==> config.mk <==
export PLATFORM = sky130hd
export DESIGN_NAME = uart_rx
export DESIGN_NICKNAME = d
export VERILOG_FILES = /design/src/rtl/uart_rx.sv
export SDC_FILE = /design/constraint.sdc
export NUM_CORES = 1
export LEC_CHECK = 0
export CORE_AREA = 5 5 92 94
export CTS_CLUSTER_DIAMETER = 80
export DETAILED_ROUTE_END_ITERATION = 8
export DIE_AREA = 0 0 97 99
export HOLD_SLACK_MARGIN = 0.03
export PLACE_DENSITY = 0.5
export SYNTH_ARGS = -nofsm -noshare
export SYNTH_HDL_FRONTEND = slang
export SYNTH_SLANG_ARGS = --single-unit
==> constraint.sdc <==
create_clock -name clk -period 2.85 [get_ports clk]
set_input_delay 0.4275 -clock clk [delete_from_list [all_inputs] [get_ports clk]]
set_output_delay 0.4275 -clock clk [all_outputs]
set_load 0.03 [all_outputs]
==> src/rtl/uart_rx.sv <==
// UART receive engine: oversampled start qualification, majority-voted bit sampling,
// LSB-first deserialization with optional parity and stop checking.
module uart_rx #(
  parameter int DATA_WIDTH = 8
) (
  input  logic                  clk,
  input  logic                  rst_n,
  input  logic                  RX_IN,
  input  logic                  PAR_EN,
  input  logic                  PAR_TYP,
  input  logic [5:0]            Prescale,
  output logic [DATA_WIDTH-1:0] P_DATA,
  output logic                  Data_Valid,
  output logic                  Parity_Error,
  output logic                  Stop_Error
);

  localparam int BW = (DATA_WIDTH > 1) ? $clog2(DATA_WIDTH) : 1;

  typedef enum logic [2:0] {S_IDLE, S_START, S_DATA, S_PARITY, S_STOP} state_t;

  state_t                state_reg, state_next;
  logic [5:0]            edge_cnt_reg, edge_cnt_next;
  logic [BW-1:0]         bit_cnt_reg, bit_cnt_next;
  logic [DATA_WIDTH-1:0] shift_reg, shift_next;
  logic [2:0]            samples_reg, samples_next;
  logic [5:0]            presc_reg, presc_next;
  logic                  par_en_reg, par_en_next;
  logic                  par_typ_reg, par_typ_next;
  logic                  par_err_reg, par_err_next;
  logic [DATA_WIDTH-1:0] p_data_reg, p_data_next;
  logic                  dv_reg, dv_next;
  logic                  pe_reg, pe_next;
  logic                  se_reg, se_next;

  logic [5:0] presc_legal;
  logic [5:0] half;
  logic [5:0] last;
  logic [2:0] sample_hit;
  logic       voted;
  logic       bit_end;

  // Unsupported ratios fall back to 8x oversampling.
  assign presc_legal = (Prescale == 6'd16 || Prescale == 6'd32) ? Prescale : 6'd8;
  assign half        = {1'b0, presc_reg[5:1]};
  assign last        = presc_reg - 6'd1;
  assign bit_end     = (edge_cnt_reg == last);
  assign voted       = (samples_reg[0] & samples_reg[1]) |
                       (samples_reg[0] & samples_reg[2]) |
                       (samples_reg[1] & samples_reg[2]);

  // Three sample points centred on the middle of the bit: P/2-1, P/2, P/2+1.
  generate
    for (genvar gi = 0; gi < 3; gi++) begin : g_sample_hit
      assign sample_hit[gi] = (edge_cnt_reg == half + 6'(gi) - 6'd1);
    end
  endgenerate

  always_ff @(posedge clk or negedge rst_n) begin
    if (!rst_n) begin
      state_reg    <= S_IDLE;
      edge_cnt_reg <= '0;
      bit_cnt_reg  <= '0;
      shift_reg    <= '0;
      samples_reg  <= '0;
      presc_reg    <= 6'd8;
      par_en_reg   <= 1'b0;
      par_typ_reg  <= 1'b0;
      par_err_reg  <= 1'b0;
      p_data_reg   <= '0;
      dv_reg       <= 1'b0;
      pe_reg       <= 1'b0;
      se_reg       <= 1'b0;
    end else begin
      state_reg    <= state_next;
      edge_cnt_reg <= edge_cnt_next;
      bit_cnt_reg  <= bit_cnt_next;
      shift_reg    <= shift_next;
      samples_reg  <= samples_next;
      presc_reg    <= presc_next;
      par_en_reg   <= par_en_next;
      par_typ_reg  <= par_typ_next;
      par_err_reg  <= par_err_next;
      p_data_reg   <= p_data_next;
      dv_reg       <= dv_next;
      pe_reg       <= pe_next;
      se_reg       <= se_next;
    end
  end

  always_comb begin
    state_next    = state_reg;
    edge_cnt_next = edge_cnt_reg;
    bit_cnt_next  = bit_cnt_reg;
    shift_next    = shift_reg;
    samples_next  = samples_reg;
    presc_next    = presc_reg;
    par_en_next   = par_en_reg;
    par_typ_next  = par_typ_reg;
    par_err_next  = par_err_reg;
    p_data_next   = p_data_reg;
    dv_next       = 1'b0;
    pe_next       = 1'b0;
    se_next       = 1'b0;

    if (state_reg != S_IDLE) begin
      edge_cnt_next = bit_end ? 6'd0 : edge_cnt_reg + 6'd1;
      for (int i = 0; i < 3; i++) begin
        if (sample_hit[i]) samples_next[i] = RX_IN;
      end
    end

    case (state_reg)
      S_IDLE: begin
        edge_cnt_next = '0;
        bit_cnt_next  = '0;
        if (!RX_IN) begin
          // Frame configuration is frozen here for the whole frame.
          state_next   = S_START;
          presc_next   = presc_legal;
          par_en_next  = PAR_EN;
          par_typ_next = PAR_TYP;
          par_err_next = 1'b0;
        end
      end
      S_START: begin
        if (bit_end) state_next = voted ? S_IDLE : S_DATA;
      end
      S_DATA: begin
        if (bit_end) begin
          shift_next[bit_cnt_reg] = voted;
          if (bit_cnt_reg == BW'(DATA_WIDTH - 1)) begin
            bit_cnt_next = '0;
            state_next   = par_en_reg ? S_PARITY : S_STOP;
          end else begin
            bit_cnt_next = bit_cnt_reg + 1'b1;
          end
        end
      end
      S_PARITY: begin
        if (bit_end) begin
          if (voted != ((^shift_reg) ^ par_typ_reg)) begin
            par_err_next = 1'b1;
            pe_next      = 1'b1;
          end
          state_next = S_STOP;
        end
      end
      S_STOP: begin
        if (bit_end) begin
          if (!voted) begin
            se_next = 1'b1;
          end else if (!par_err_reg) begin
            p_data_next = shift_reg;
            dv_next     = 1'b1;
          end
          state_next = S_IDLE;
        end
      end
      default: state_next = S_IDLE;
    endcase
  end

  assign P_DATA       = p_data_reg;
  assign Data_Valid   = dv_reg;
  assign Parity_Error = pe_reg;
  assign Stop_Error   = se_reg;

endmodule

==> flow_summary.yaml, run 1 <==
power:
  p_total_mw: 2.00
  pwr-share-clk: 0.204
  ir_worst_vdd_mv: 0.359
  power_switching_mw: 0.790
  internal-power_mw: 1.21
  pwr-share-seq: 0.431
  switching_share: 0.395
  combPwrFrac: 0.365
  p_per_area_nw_per_um2: 684
  p_leak_nw: 1.20
routing:
  wl_um: 5250
  drt-vias-per-instance: 4.98
  route.detailed.drc: 0
  routedWlPerCell_um: 14.5
  vias: 1809
  initialDrtViolationCount: 75
  drtAntennaViolNets: 0
  drt_pre_antenna_iters: 4
clock_network:
  cts_sinks: 43
  root_buffer: "clkbuf_8"
  clk_pin_slew_ns: 0.09
  cts_resized: 0
  clock_path_buffers: 2
  cts_buffers: 5
  hold_buffers: 0
  clk_latency_ns: 0.30
  cts_tree: "built"
  htreeDepth: 2
grt:
  grt_use_total: 0.117
  overflow: 0
  antenna_found_initial: 0
  grt_pass1_vias: 1804
  grt_max_degree: 44
  grt_pass1_wl_um: 9180
sta:
  fin_crit_sh: 0.904
  fin_skew_ns: 0.00709
  rsz0062_at_grt: "no"
  finalSetupViolCount: 0
  period_minus_slack_ns: 2.58
  worst_pin_slew_ns: 0.964
  hold_viol_final: 0
  max_freq_mhz: 388
  whs_ns: 0.256
  worst_slack_ns: 0.274
  drv_slew: 0
  max_slew_margin: 0.357
  fin_setup_tns_ns: 0
synth:
  ys.flop_type: "dfrtp_1"
  syn-cell-area_um2: 2540
  yosys-top-cells-area: "dfrtp_1 41%, mux2_2 9.3%, xnor2_1 6.5%"
  syn_nets: 260
  ys_types: 51
  synth_top_area_frac: 0.413
  yosys_warnings: 0
  ys_seq_area_frac: 0.424
  async_reset_ff_frac: 1.00
  synth.avg_cell_area_um2: 10.5
  syn_inst: 242
  synth_area_leader_cell: "dfrtp_1"
  synth_edf_count: 0
  ys_ff_latch: 43
place:
  io_buffers: 21
  place_ws_ns: 0.203
  dp_cells: 353
  post-dp-hpwl_um: 3890
  detailed_place.area_um2: 2820
  routabilityCongestion: 0.837
final_layout:
  drive_gt1_frac: 0.172
  diodes: 0
  utilization: 0.386
  area_growth_pct: 15.0
  final_area_um2: 2920
  fin_nets: 278
  stdcell_count: 363
setup_path:
  critPathRequiredTime_ns: 3.01
  reg2reg_to: "bit_cnt_reg[1]$_DFFE_PN0P_"
  cp_max_fo: 17
  path_cells: "inv_1 > ha_1 > nor3b_2 > a21oi_1 > o221ai_2 > or2_0 > o311ai_0"
  cp-end-kind: "flip-flop"
  r2r_cells: 7
  r2r_start: "presc_reg[1]$_DFFE_PN0P_"
  critPathLaunchType: "flip-flop"
  slowest_delay_ns: 0.66
  reg2reg_slack_ns: 0.27
  critPathSlowestCell: "o221ai_2"
  cp.arrival_ns: 2.74
  crit_type: "flip-flop to flip-flop"
floorplan:
  num_rows: 32
  core_area_um2: 7570
  die_y_um: 99
  initial_core_util: 0.336
  fp.dieArea_um2: 9600
  die_w_um: 97
  io_pins: 22
flow_run:
  max_cap_viol_count: 0
run_status:
  run_status: "finished clean"
hold_path:
  holdCritPathClass: "input port to async pin"
-- power by group through the flow --
stage	sequential, mW	combinational (mW)	clock, mW
3_3_place_gp	0.876	0.737	0
3_5_place_dp	0.871	0.735	0
6_report	0.861	0.730	0.407
4_1_cts	0.862	0.736	0.428
2_1_floorplan	0.775	0.664	0
5_1_grt	0.883	0.816	0.451
-- layer usage --
metal | vias to the layer above | part of all wire | GRT usage
li1 | 901 | - | -
met1 | 871 | 0.52 | 0.165
met2 | 31 | 0.44 | 0.176
met3 | 6 | 0.021 | 0.0255
met4 | 0 | 0.017 | 0.0432
met5 | - | 0 | 0
-- logic make-up after synthesis --
| group | count (synthesis) | synth area share |
|---|---|---|
| compound gates | 26 | 0.0861 |
| xor+xnor | 33 | 0.117 |
| fa+ha+maj | 8 | 0.0384 |
| buf+inv | 24 | 0.0438 |
| flops | 43 | 0.424 |
| mux | 21 | 0.0930 |
| simple gates | 87 | 0.198 |
-- worst max-delay path by stage --
stage | from | to | slack, ns | cells past startpoint
finish | presc_reg[1]$_DFFE_PN0P_ | bit_cnt_reg[1]$_DFFE_PN0P_ | 0.27 | 7
global route | presc_reg[1]$_DFFE_PN0P_ | bit_cnt_reg[0]$_DFFE_PN0P_ | 0.006 | 7
CTS | presc_reg[1]$_DFFE_PN0P_ | P_DATA[7]$_DFFE_PN0P_ | 0.17 | 7
detailed placement | presc_reg[1]$_DFFE_PN0P_ | P_DATA[7]$_DFFE_PN0P_ | 0.20 | 7
global placement | presc_reg[1]$_DFFE_PN0P_ | P_DATA[3]$_DFFE_PN0P_ | 0.30 | 7
floorplan | presc_reg[2]$_DFFE_PN0P_ | shift_reg[2]$_DFFE_PN0P_ | 0.55 | 9
-- cell usage in the layout, fill, tap and decap left out, drive strengths merged, types with 7 or more instances in the layout --
| cell | n |
|---|---|
| inv | 11 |
| xnor2 | 20 |
| dfrtp | 42 |
| nor2 | 14 |
| nand3 | 10 |
| clkdlybuf4s50 | 20 |
| mux2 | 21 |
| ha | 7 |
| nand2 | 9 |
| nor3 | 11 |
| xor2 | 13 |
| nor4 | 8 |
-- layout make-up --
class / count / area (µm²)
Clock inverter: 3 / 23.8
Multi-Input combinational cell: 175 / 1350
Timing Repair Buffer: 25 / 235
Inverter: 10 / 37.5
Sequential cell: 43 / 1080
Fill cell: 749 / 4640
Tap cell: 102 / 128
Clock buffer: 5 / 68.8
-- Yosys cell counts, types with 2 or more instances --
master / number
or2_2: 3
dfrtp_1: 42
or3_1: 2
o21ai_0: 2
buf_4: 2
inv_1: 10
o22ai_1: 2
clkbuf_1: 6
xor2_1: 13
nand2b_1: 5
xnor2_1: 19
nand2_1: 9
nor2_1: 13
o211ai_1: 2
o311ai_0: 2
mux2_2: 21
o32ai_1: 3
nand3_1: 10
nor3_1: 10
nor4b_1: 4
a21oi_1: 3
nand4_1: 3
nand3b_1: 5
and3_1: 5
nor4_1: 8
buf_2: 5
ha_1: 7
nor3b_1: 3
-- worst max-delay path: cells and delay by family (launching register included) --
| kind | cells | cell delay (ns) |
|---|---|---|
| adders and majority gates | 1 | 0.24 |
| DFF | 1 | 0.45 |
| buffers and inverters | 1 | 0.16 |
| and+or+nand+nor | 2 | 0.63 |
| AOI/OAI and AO/OA | 3 | 0.95 |
-- what timing repair did --
action,in CTS,in global routing
setup buffers,0,2
hold endpoints to repair,0,0
endpoints found under the setup margin,0,9
Note: power is estimated with default switching activity, not from simulation.
==> inputs of run 2 (changes only) <==
==> constraint.sdc (replaced) <==
create_clock -name clk -period 3.25 [get_ports clk]
set_input_delay 0.4875 -clock clk [delete_from_list [all_inputs] [get_ports clk]]
set_output_delay 0.4875 -clock clk [all_outputs]
set_load 0.03 [all_outputs]
==> flow_summary.yaml, run 2 (synthesis results as in run 1) <==
run_status:
  run_status: "finished clean"
routing:
  drt-vias-per-instance: 5.00
  route.detailed.drc: 0
  vias: 1796
  drtAntennaViolNets: 0
  initialDrtViolationCount: 105
  routedWlPerCell_um: 14.7
  wl_um: 5290
  drt_pre_antenna_iters: 4
clock_network:
  cts_resized: 0
  clk_latency_ns: 0.31
  cts_tree: "built"
  cts_buffers: 5
  htreeDepth: 2
  hold_buffers: 0
  cts_sinks: 43
  root_buffer: "clkbuf_8"
  clock_path_buffers: 2
  clk_pin_slew_ns: 0.10
  post-cts-setup-buffers: 0
setup_path:
  crit_type: "flip-flop to flip-flop"
  critical_path_depth: 7
  slowest_delay_ns: 0.51
  cp-end-kind: "flip-flop"
  r2r_cells: 7
  crit_family: "simple AND/OR/NAND/NOR gates"
  critPathRequiredTime_ns: 3.44
  path_cells: "inv_1 > ha_1 > nor3b_2 > and3_1 > o221ai_2 > nor3_4 > mux2_2"
  cp.arrival_ns: 2.87
  cp_max_fo: 17
  critPathSlowestCell: "nor3_4"
  critPathLaunchType: "flip-flop"
  critical_path_buf_inv_count: 1
sta:
  rsz0062_at_grt: "no"
  period_minus_slack_ns: 2.68
  max_slew_margin: 0.344
  worst_pin_slew_ns: 0.984
  worst_slack_ns: 0.574
  whs_ns: 0.340
  finalSetupViolCount: 0
  max_freq_mhz: 374
  hold_viol_final: 0
  fin_skew_ns: 0.0160
  drv_slew: 0
  fin_setup_tns_ns: 0
  fin_crit_sh: 0.824
flow_run:
  max_cap_viol_count: 0
floorplan:
  die_y_um: 99
  io_pins: 22
  fp.dieArea_um2: 9600
  core_area_um2: 7570
  die_w_um: 97
  num_rows: 32
  initial_core_util: 0.336
hold_path:
  holdCritPathClass: "input port to async pin"
final_layout:
  final_cell_mix: "42 x dfrtp_1, 21 x mux2_2, 20 x clkdlybuf4s50_1"
  diodes: 0
  fin_nets: 274
  final_area_um2: 2900
  final_common_cell: "dfrtp_1"
  utilization: 0.383
  fillers: 745
  drive_gt1_frac: 0.160
  area_growth_pct: 13.9
place:
  routabilityCongestion: 0.839
  io_buffers: 21
  detailed_place.area_um2: 2800
  place_ws_ns: 0.613
  post-dp-hpwl_um: 3900
power:
  ir_worst_vdd_mv: 0.328
  p_leak_nw: 1.19
  p_per_area_nw_per_um2: 605
grt:
  grt_pass1_vias: 1805
  grt_max_degree: 44
  grt_pass1_wl_um: 9040
  grt_use_total: 0.116
  antenna_found_initial: 0
  overflow: 0
[run 2: cell types whose count changed in the layout (fill, tap and decap cells not counted), sizes merged]
| cell | delta |
|---|---|
| buf | -4 |
| clkinv | +2 |
| clkinvlp | -1 |
| inv | -1 |
[run 2: power by group]
group          switching, mW  internal (mW)  total (mW)
clock                  0.206          0.154       0.360
sequential             0.149          0.619       0.768
combinational          0.342          0.281       0.623
[run 2: final cells by class]
cell class,instances,area [µm²],area share
Clock buffer,5,68.8,0.0238
Inverter,10,37.5,0.0130
Multi-Input combinational cell,175,1350,0.468
Tap cell,102,128,0.0441
Clock inverter,3,25.0,0.00864
Timing Repair Buffer,21,205,0.0709
Sequential cell,43,1080,0.372
[run 2: final timing paths]
path | start | to | slack, ns
min in group clk | par_err_reg$_DFFE_PN0P_ | par_err_reg$_DFFE_PN0P_ | 0.51
setup / recovery | presc_reg[2]$_DFFE_PN0P_ | P_DATA[6]$_DFFE_PN0P_ | 0.57
max in group asynchronous | rst_n | P_DATA[7]$_DFFE_PN0P_ | 2.30
hold reg to reg | par_err_reg$_DFFE_PN0P_ | par_err_reg$_DFFE_PN0P_ | 0.51
setup reg to reg | presc_reg[2]$_DFFE_PN0P_ | P_DATA[6]$_DFFE_PN0P_ | 0.57
hold / removal | rst_n | shift_reg[3]$_DFFE_PN0P_ | 0.34
[run 2: through the flow]
| step | instances | power, mW |
|---|---|---|
| floorplan | 242 | 1.26 |
| global placement | 351 | 1.41 |
| detailed placement | 351 | 1.41 |
| CTS | 359 | 1.77 |
| global route | 359 | 1.88 |
| finish | 359 | 1.75 |
[run 2: layer usage]
metal,track usage,vias to the layer above,routed length [µm]
met2,0.176,39,2330
met4,0.0475,0,119
met5,0,-,0
met1,0.158,857,2660
li1,-,890,-
met3,0.0283,10,184
==> inputs of run 3 (changes only) <==
--- a/config.mk
+++ b/config.mk
@@ -10,7 +10,7 @@
 export DETAILED_ROUTE_END_ITERATION = 8
 export DIE_AREA = 0 0 97 99
 export HOLD_SLACK_MARGIN = 0.03
-export PLACE_DENSITY = 0.5
+export PLACE_DENSITY = 0.52
 export SYNTH_ARGS = -nofsm -noshare
 export SYNTH_HDL_FRONTEND = slang
 export SYNTH_SLANG_ARGS = --single-unit
==> constraint.sdc (replaced) <==
create_clock -name clk -period 2.4 [get_ports clk]
set_input_delay 0.36 -clock clk [delete_from_list [all_inputs] [get_ports clk]]
set_output_delay 0.36 -clock clk [all_outputs]
set_load 0.03 [all_outputs]
==> flow_summary.yaml, run 3 (synthesis results as in run 1) <==
routing:
  vias: 1880
  initialDrtViolationCount: 59
  wl_um: 5430
  routedWlPerCell_um: 14.5
  drt_pre_antenna_iters: 4
  drtAntennaViolNets: 0
  drt-vias-per-instance: 5.01
  route.detailed.drc: 0
hold_path:
  min_from: "P_DATA[5]$_DFFE_PN0P_"
  holdCritPathClass: "flip-flop to flip-flop"
  worstHoldPathCells: 1
  whs_endpoint: "P_DATA[5]$_DFFE_PN0P_"
final_layout:
  drive_gt1_frac: 0.216
  final_common_cell: "dfrtp_1"
  final_cell_mix: "42 x dfrtp_1, 21 x mux2_2, 20 x clkdlybuf4s50_1"
  final_area_um2: 3060
  diodes: 0
  fillers: 744
  fin_nets: 290
  area_growth_pct: 20.3
  stdcell_count: 375
floorplan:
  die_w_um: 97
  die_y_um: 99
  core_area_um2: 7570
  fp.dieArea_um2: 9600
  initial_core_util: 0.336
  io_pins: 22
  num_rows: 32
setup_path:
  cp-end-kind: "flip-flop"
  reg2reg_to: "shift_reg[7]$_DFFE_PN0P_"
  reg2reg_slack_ns: 0.08
  cp.arrival_ns: 2.51
  crit_type: "flip-flop to flip-flop"
  critPathRequiredTime_ns: 2.59
  critPathLaunchType: "flip-flop"
  r2r_cells: 8
  r2r_start: "presc_reg[1]$_DFFE_PN0P_"
  cp_max_fo: 9
power:
  p_total_mw: 2.56
  p_per_area_nw_per_um2: 835
  p_leak_nw: 1.28
  ir_worst_vdd_mv: 0.423
sta:
  hold_viol_final: 0
  worst_slack_ns: 0.0794
  max_slew_margin: 0.684
  worst_pin_slew_ns: 0.472
  finalSetupViolCount: 0
  fin_setup_tns_ns: 0
  max_freq_mhz: 431
  drv_slew: 0
  period_minus_slack_ns: 2.32
  fin_skew_ns: 0.0118
  fin_crit_sh: 0.967
  rsz0062_at_grt: "no"
place:
  detailed_place.area_um2: 2910
  io_buffers: 21
  post-dp-hpwl_um: 4040
  dp_cells: 366
  routabilityCongestion: 0.843
  place_ws_ns: 0.0355
clock_network:
  post-cts-setup-buffers: 0
  clk_pin_slew_ns: 0.09
  cts_sinks: 43
  clk_latency_ns: 0.30
  htreeDepth: 2
  cts_buffers: 5
  clock_path_buffers: 2
  cts_tree: "built"
  root_buffer: "clkbuf_8"
flow_run:
  max_cap_viol_count: 0
grt:
  grt_max_degree: 28
  grt_pass1_wl_um: 9100
  grt_pass1_vias: 1848
  overflow: 0
  grt_use_total: 0.117
  antenna_found_initial: 0
run_status:
  run_status: "finished clean"
## run 3: what timing repair did
| item | in CTS | in global routing |
|---|---|---|
| hold endpoints to repair | 16 | 0 |
| hold buffers | 1 | 0 |
| endpoints found under the setup margin | 0 | 15 |
| gates resized for setup | 0 | 5 |
## run 3: worst max path at each step
stage / from / endpoint / slack, ns / cells after the start
6_report: presc_reg[1]$_DFFE_PN0P_ / shift_reg[7]$_DFFE_PN0P_ / 0.08 / 8
5_1_grt: presc_reg[1]$_DFFE_PN0P_ / shift_reg[7]$_DFFE_PN0P_ / 0.02 / 8
4_1_cts: presc_reg[1]$_DFFE_PN0P_ / shift_reg[7]$_DFFE_PN0P_ / 0.007 / 8
3_5_place_dp: presc_reg[1]$_DFFE_PN0P_ / shift_reg[7]$_DFFE_PN0P_ / 0.04 / 8
3_3_place_gp: presc_reg[1]$_DFFE_PN0P_ / shift_reg[3]$_DFFE_PN0P_ / 0.06 / 8
2_1_floorplan: presc_reg[2]$_DFFE_PN0P_ / shift_reg[2]$_DFFE_PN0P_ / 0.1 / 9
## run 3: through the flow
| stage | hold slack [ns] | util |
|---|---|---|
| 3_5_place_dp | 0.316 | 0.385 |
| 3_3_place_gp | 0.309 | 0.385 |
| 6_report | 0.511 | 0.404 |
| 2_1_floorplan | 0.0644 | - |
| 5_1_grt | 0.523 | 0.404 |
| 4_1_cts | 0.514 | 0.401 |
## run 3: cell type report
class | instances | area, µm² | share of cell area
clock buffers | 5 | 68.8 | 0.0225
clock inverters | 3 | 43.8 | 0.0143
inverters | 10 | 37.5 | 0.0123
multi-input cells | 175 | 1370 | 0.449
flip-flops and latches | 43 | 1080 | 0.352
well taps | 102 | 128 | 0.0417
repair buffers | 37 | 332 | 0.108
## run 3: critical path, cell delays in order, from the launching register on
cell	delay [ns]
dfrtp_1	0.40
inv_2	0.10
ha_1	0.17
nor3b_4	0.24
and3_1	0.20
o221ai_2	0.13
buf_4	0.21
nor4b_1	0.39
mux2_2	0.38
## run 3: power by group
| part | leakage, nW | switching [mW] | internal [mW] | total, mW |
|---|---|---|---|---|
| clock | 0.0581 | 0.262 | 0.310 | 0.572 |
| combinational | 0.646 | 0.518 | 0.456 | 0.975 |
| sequential | 0.576 | 0.171 | 0.838 | 1.01 |
## run 3: per-layer routing
layer	global-route usage	vias to the layer above	wire, µm
met3	0.0234	10	220
met4	0.0540	0	154
met5	0	-	0
met2	0.186	34	2450
met1	0.153	904	2610
li1	-	932	-
==> edit 1, RTL diff (flow settings as in run 1) <==
`DATA_WIDTH`: 8 -> 16.
--- a/src/rtl/uart_rx.sv
+++ b/src/rtl/uart_rx.sv
@@ -1,7 +1,7 @@
 // UART receive engine: oversampled start qualification, majority-voted bit sampling,
 // LSB-first deserialization with optional parity and stop checking.
 module uart_rx #(
-  parameter int DATA_WIDTH = 8
+  parameter int DATA_WIDTH = 16
 ) (
   input  logic                  clk,
   input  logic                  rst_n,
Interface: changed (resized P_DATA); port bits go from 22 to 30. No check against the original RTL was run, so the function may have changed too.
==> edit 1 against run 1 <==
  * Cell area is 29% higher
  * Worst setup slack got worse by 0.0026 ns
  * Sequential cell count up 17
  * Total power is 27% higher
  * Critical path depth is 2 higher
  * Cell count grew 18%
  * Wire length is 22% higher
  * Sequential power rose by 24%
  * Area after synthesis is 25% higher
  * Via count up 22%
  * Global-route usage grew 3.1 points
  * Highest routed layer unchanged
==> edit 1: results (changes against run 1) <==
metric,value,unit,change
status,finished clean,,unchanged
whs,0.0728,ns,was 0.256 ns
dpl-instance-area,3580,um^2,was 2820 um^2
clockPowerShare,29.8,%,was 20.4%
grt.total_usage,14.8,%,was 11.7%
synthCells,290,,was 242
vdd_drop_max,0.414,mV,was 0.359 mV
dr.pass1.iters,5,,was 4
hpwlAfterDp,4.56,mm,was 3.89 mm
ys_top_cells_by_count,"dfrtp_1 (59), mux2_2 (26), xnor2_1 (25), nor2_1 (23), nand2_1 (21)",,"was dfrtp_1 (42), mux2_2 (21), xnor2_1 (19), nor2_1 (13), xor2_1 (13)"
cts_buffers,9,,was 5
pwr-share-comb,27.9,%,was 36.5%
clock_skew,0.00766,ns,was 0.00709 ns
post_route_cells_drive_above_1_share,16.8,%,was 17.2%
drt_iter0_markers,79,,was 75
utilization,49.8,%,was 38.6%
timing.rr.start,presc_reg[2],,was presc_reg[1]
p_int,1650,uW,was 1210 uW
rr_worst_depth,9,,was 7
yosysUniqueCellTypes,44,,was 51
slowest_delay,0.47,ns,was 0.66 ns
nNetsFinal,342,,was 278
portBuffers,29,,was 21
routed-wl-met3,233,um,was 110 um
p_leak,0.00171,uW,was 0.00120 uW
grt_pass1_wl,11.5,mm,was 9.18 mm
==> edit 1: changes by cell type in the layout (fill, tap and decap cells not counted), moves of 5 or more <==
cell                    run 1  this run
clkdlybuf4s50_1            20        28
dfrtp_1                    42        59
mux2_1                      0         9
mux2_2                     21        26
nand2_1                     9        21
nand3b_1                    5         0
nand4_1                     3        18
nor2_1                     13        23
nor3_1                     10         2
nor4_1                      8         3
xnor2_1                    19        25
==> edit 1: cell type report <==
class	instances	share of cell area, %
repair buffers	35	9.10
clock buffers	9	3.29
well taps	102	3.39
inverters	8	0.797
multi-input cells	208	41.7
clock inverters	7	1.79
flip-flops and latches	60	39.9
==> edit 1: routing by layer <==
layer | GRT usage (%) | up-vias
li1 | - | 1076
met1 | 18.5 | 1074
met2 | 24.0 | 45
met3 | 4.03 | 14
met4 | 6.80 | 0
met5 | 0 | -
==> edit 1: how the worst max path moves through the flow <==
stage | startpoint | to | depth (start not counted)
floorplan | presc_reg[2] | P_DATA[10] | 10
global placement | presc_reg[2] | P_DATA[2] | 9
detailed placement | presc_reg[2] | shift_reg[3] | 9
CTS | presc_reg[2] | shift_reg[3] | 9
global route | presc_reg[2] | shift_reg[3] | 9
finish | presc_reg[2] | shift_reg[3] | 9
==> edit 1: logic make-up after synthesis <==
group           count (synthesis)  synth area share [%]
simple gates                   96                  15.4
compound gates                 26                  5.51
fa+ha+maj                      10                  3.85
xor+xnor                       38                  11.3
mux                            38                  13.3
buf+inv                        22                  3.34
flops                          60                  47.2
==> edit 1: critical path, delay by kind of cell, from the launching register on <==
kind                     cells  cell delay [ns]
AO/OA/AOI/OAI                1             0.10
multiplexers                 1             0.30
flip-flops                   1             0.47
AND/OR/NAND/NOR              4             0.82
adder cells (fa/ha/maj)      1             0.26
buffers and inverters        2             0.51
==> edit 2, RTL diff (flow settings as in run 1) <==
Without the edit above. Encoding of `state_t`: now Gray code (3 bits for 5 states).
--- a/src/rtl/uart_rx.sv
+++ b/src/rtl/uart_rx.sv
@@ -17,7 +17,7 @@
 
   localparam int BW = (DATA_WIDTH > 1) ? $clog2(DATA_WIDTH) : 1;
 
-  typedef enum logic [2:0] {S_IDLE, S_START, S_DATA, S_PARITY, S_STOP} state_t;
+  typedef enum logic [2:0] {S_IDLE = 3'b000, S_START = 3'b001, S_DATA = 3'b011, S_PARITY = 3'b010, S_STOP = 3'b110} state_t;
 
   state_t                state_reg, state_next;
   logic [5:0]            edge_cnt_reg, edge_cnt_next;
Behaviour: same outputs for any inputs over 10 cycles, from zero or initial values and one cycle with rst_n low; not proved beyond that.
==> edit 2 against run 1 <==
  * Total power increased by 41%
  * Clock skew down 0.0039 ns
  * Sequential cell count unchanged
  * Maximum frequency up 3.3%
  * Worst setup slack better by 0.083 ns
  * Cell area fell by 0.51%
  * Area after synthesis fell by 0.69%
  * Combinational power is 88% higher
  * Sequential share of layout area increased by 0.19 points
  * Wire length about the same
==> edit 2: results (changes against run 1) <==
metric,value,unit,change
status,finished clean,,unchanged
drt_iter0_markers,72,,was 75
nNetsFinal,279,,was 278
multi_input_area_share,45.5,%,was 46.3%
yosysSeqAreaShare,42.7,%,was 42.4%
synth-xor-area-share,11.1,%,was 11.7%
clockPowerShare,13.5,%,was 20.4%
pwr-share-comb,48.5,%,was 36.5%
vias_per_cell,5.04,,was 4.98
p_leak,0.00121,uW,was 0.00120 uW
post_route_cells_drive_above_1_share,15.3,%,was 17.2%
syn_avg_cell_area,10.5,um^2,about the same
seq_area_share,37.0,%,was 36.8%
muxShareOfSynthArea,5.80,%,was 9.30%
synth-compound-area-share,15.0,%,was 8.61%
wl_per_cell,14.4,um,was 14.5 um
buffer_area_share,8.86,%,was 8.04%
synth_area_leaders,"dfrtp_1 (42%), xnor2_1 (6.6%), mux2_2 (5.8%)",,"was dfrtp_1 (41%), mux2_2 (9.3%), xnor2_1 (6.5%)"
wirelength,5.25,mm,about the same
critPathSlowestCell,dfrtp_1,,was o221ai_2
placedCellCount,356,,was 353
pre_cts_slack,0.352,ns,was 0.203 ns
slowest_delay,0.47,ns,was 0.66 ns
ys_top_cells_by_count,"dfrtp_1 (42), nor2_1 (20), xnor2_1 (19), o31ai_1 (16), mux2_2 (13)",,"was dfrtp_1 (42), mux2_2 (21), xnor2_1 (19), nor2_1 (13), xor2_1 (13)"
grt_pass1_vias,1859,,"was 1,804"
num-multi-input-gates,173,,was 175
grt.total_usage,11.7,%,about the same
num-fill-cells,761,,was 749
syn2layout_area_growth,15.2,%,was 15.0%
syn_nets,258,,was 260
-- edit 2: cell count changes after synthesis, moves of 4 or more --
cell / before / now
mux2_2: 21 / 13
nand3b_1: 5 / 1
nor3_1: 10 / 5
o31ai_1: 1 / 16
nor4_1: 8 / 3
nor2_1: 13 / 20
-- edit 2: final timing paths --
check | startpoint | end | slack, ns | cells past startpoint
worst max-delay path | presc_reg[2] | P_DATA[0] | 0.36 | 8
worst min-delay path | rst_n | presc_reg[4] | 0.28 | 1
worst max register to register | presc_reg[2] | P_DATA[0] | 0.36 | 8
worst min register to register | P_DATA[7] | P_DATA[7] | 0.51 | 1
max in group asynchronous | rst_n | P_DATA[4] | 1.97 | 1
min in group clk | P_DATA[7] | P_DATA[7] | 0.51 | 1
-- edit 2: routing by layer --
| metal | part of all wire (%) | global-route usage [%] |
|---|---|---|
| met2 | 44 | 18.2 |
| met4 | 0.90 | 4.54 |
| met5 | 0 | 0 |
| met1 | 52 | 15.8 |
| met3 | 3.5 | 2.69 |
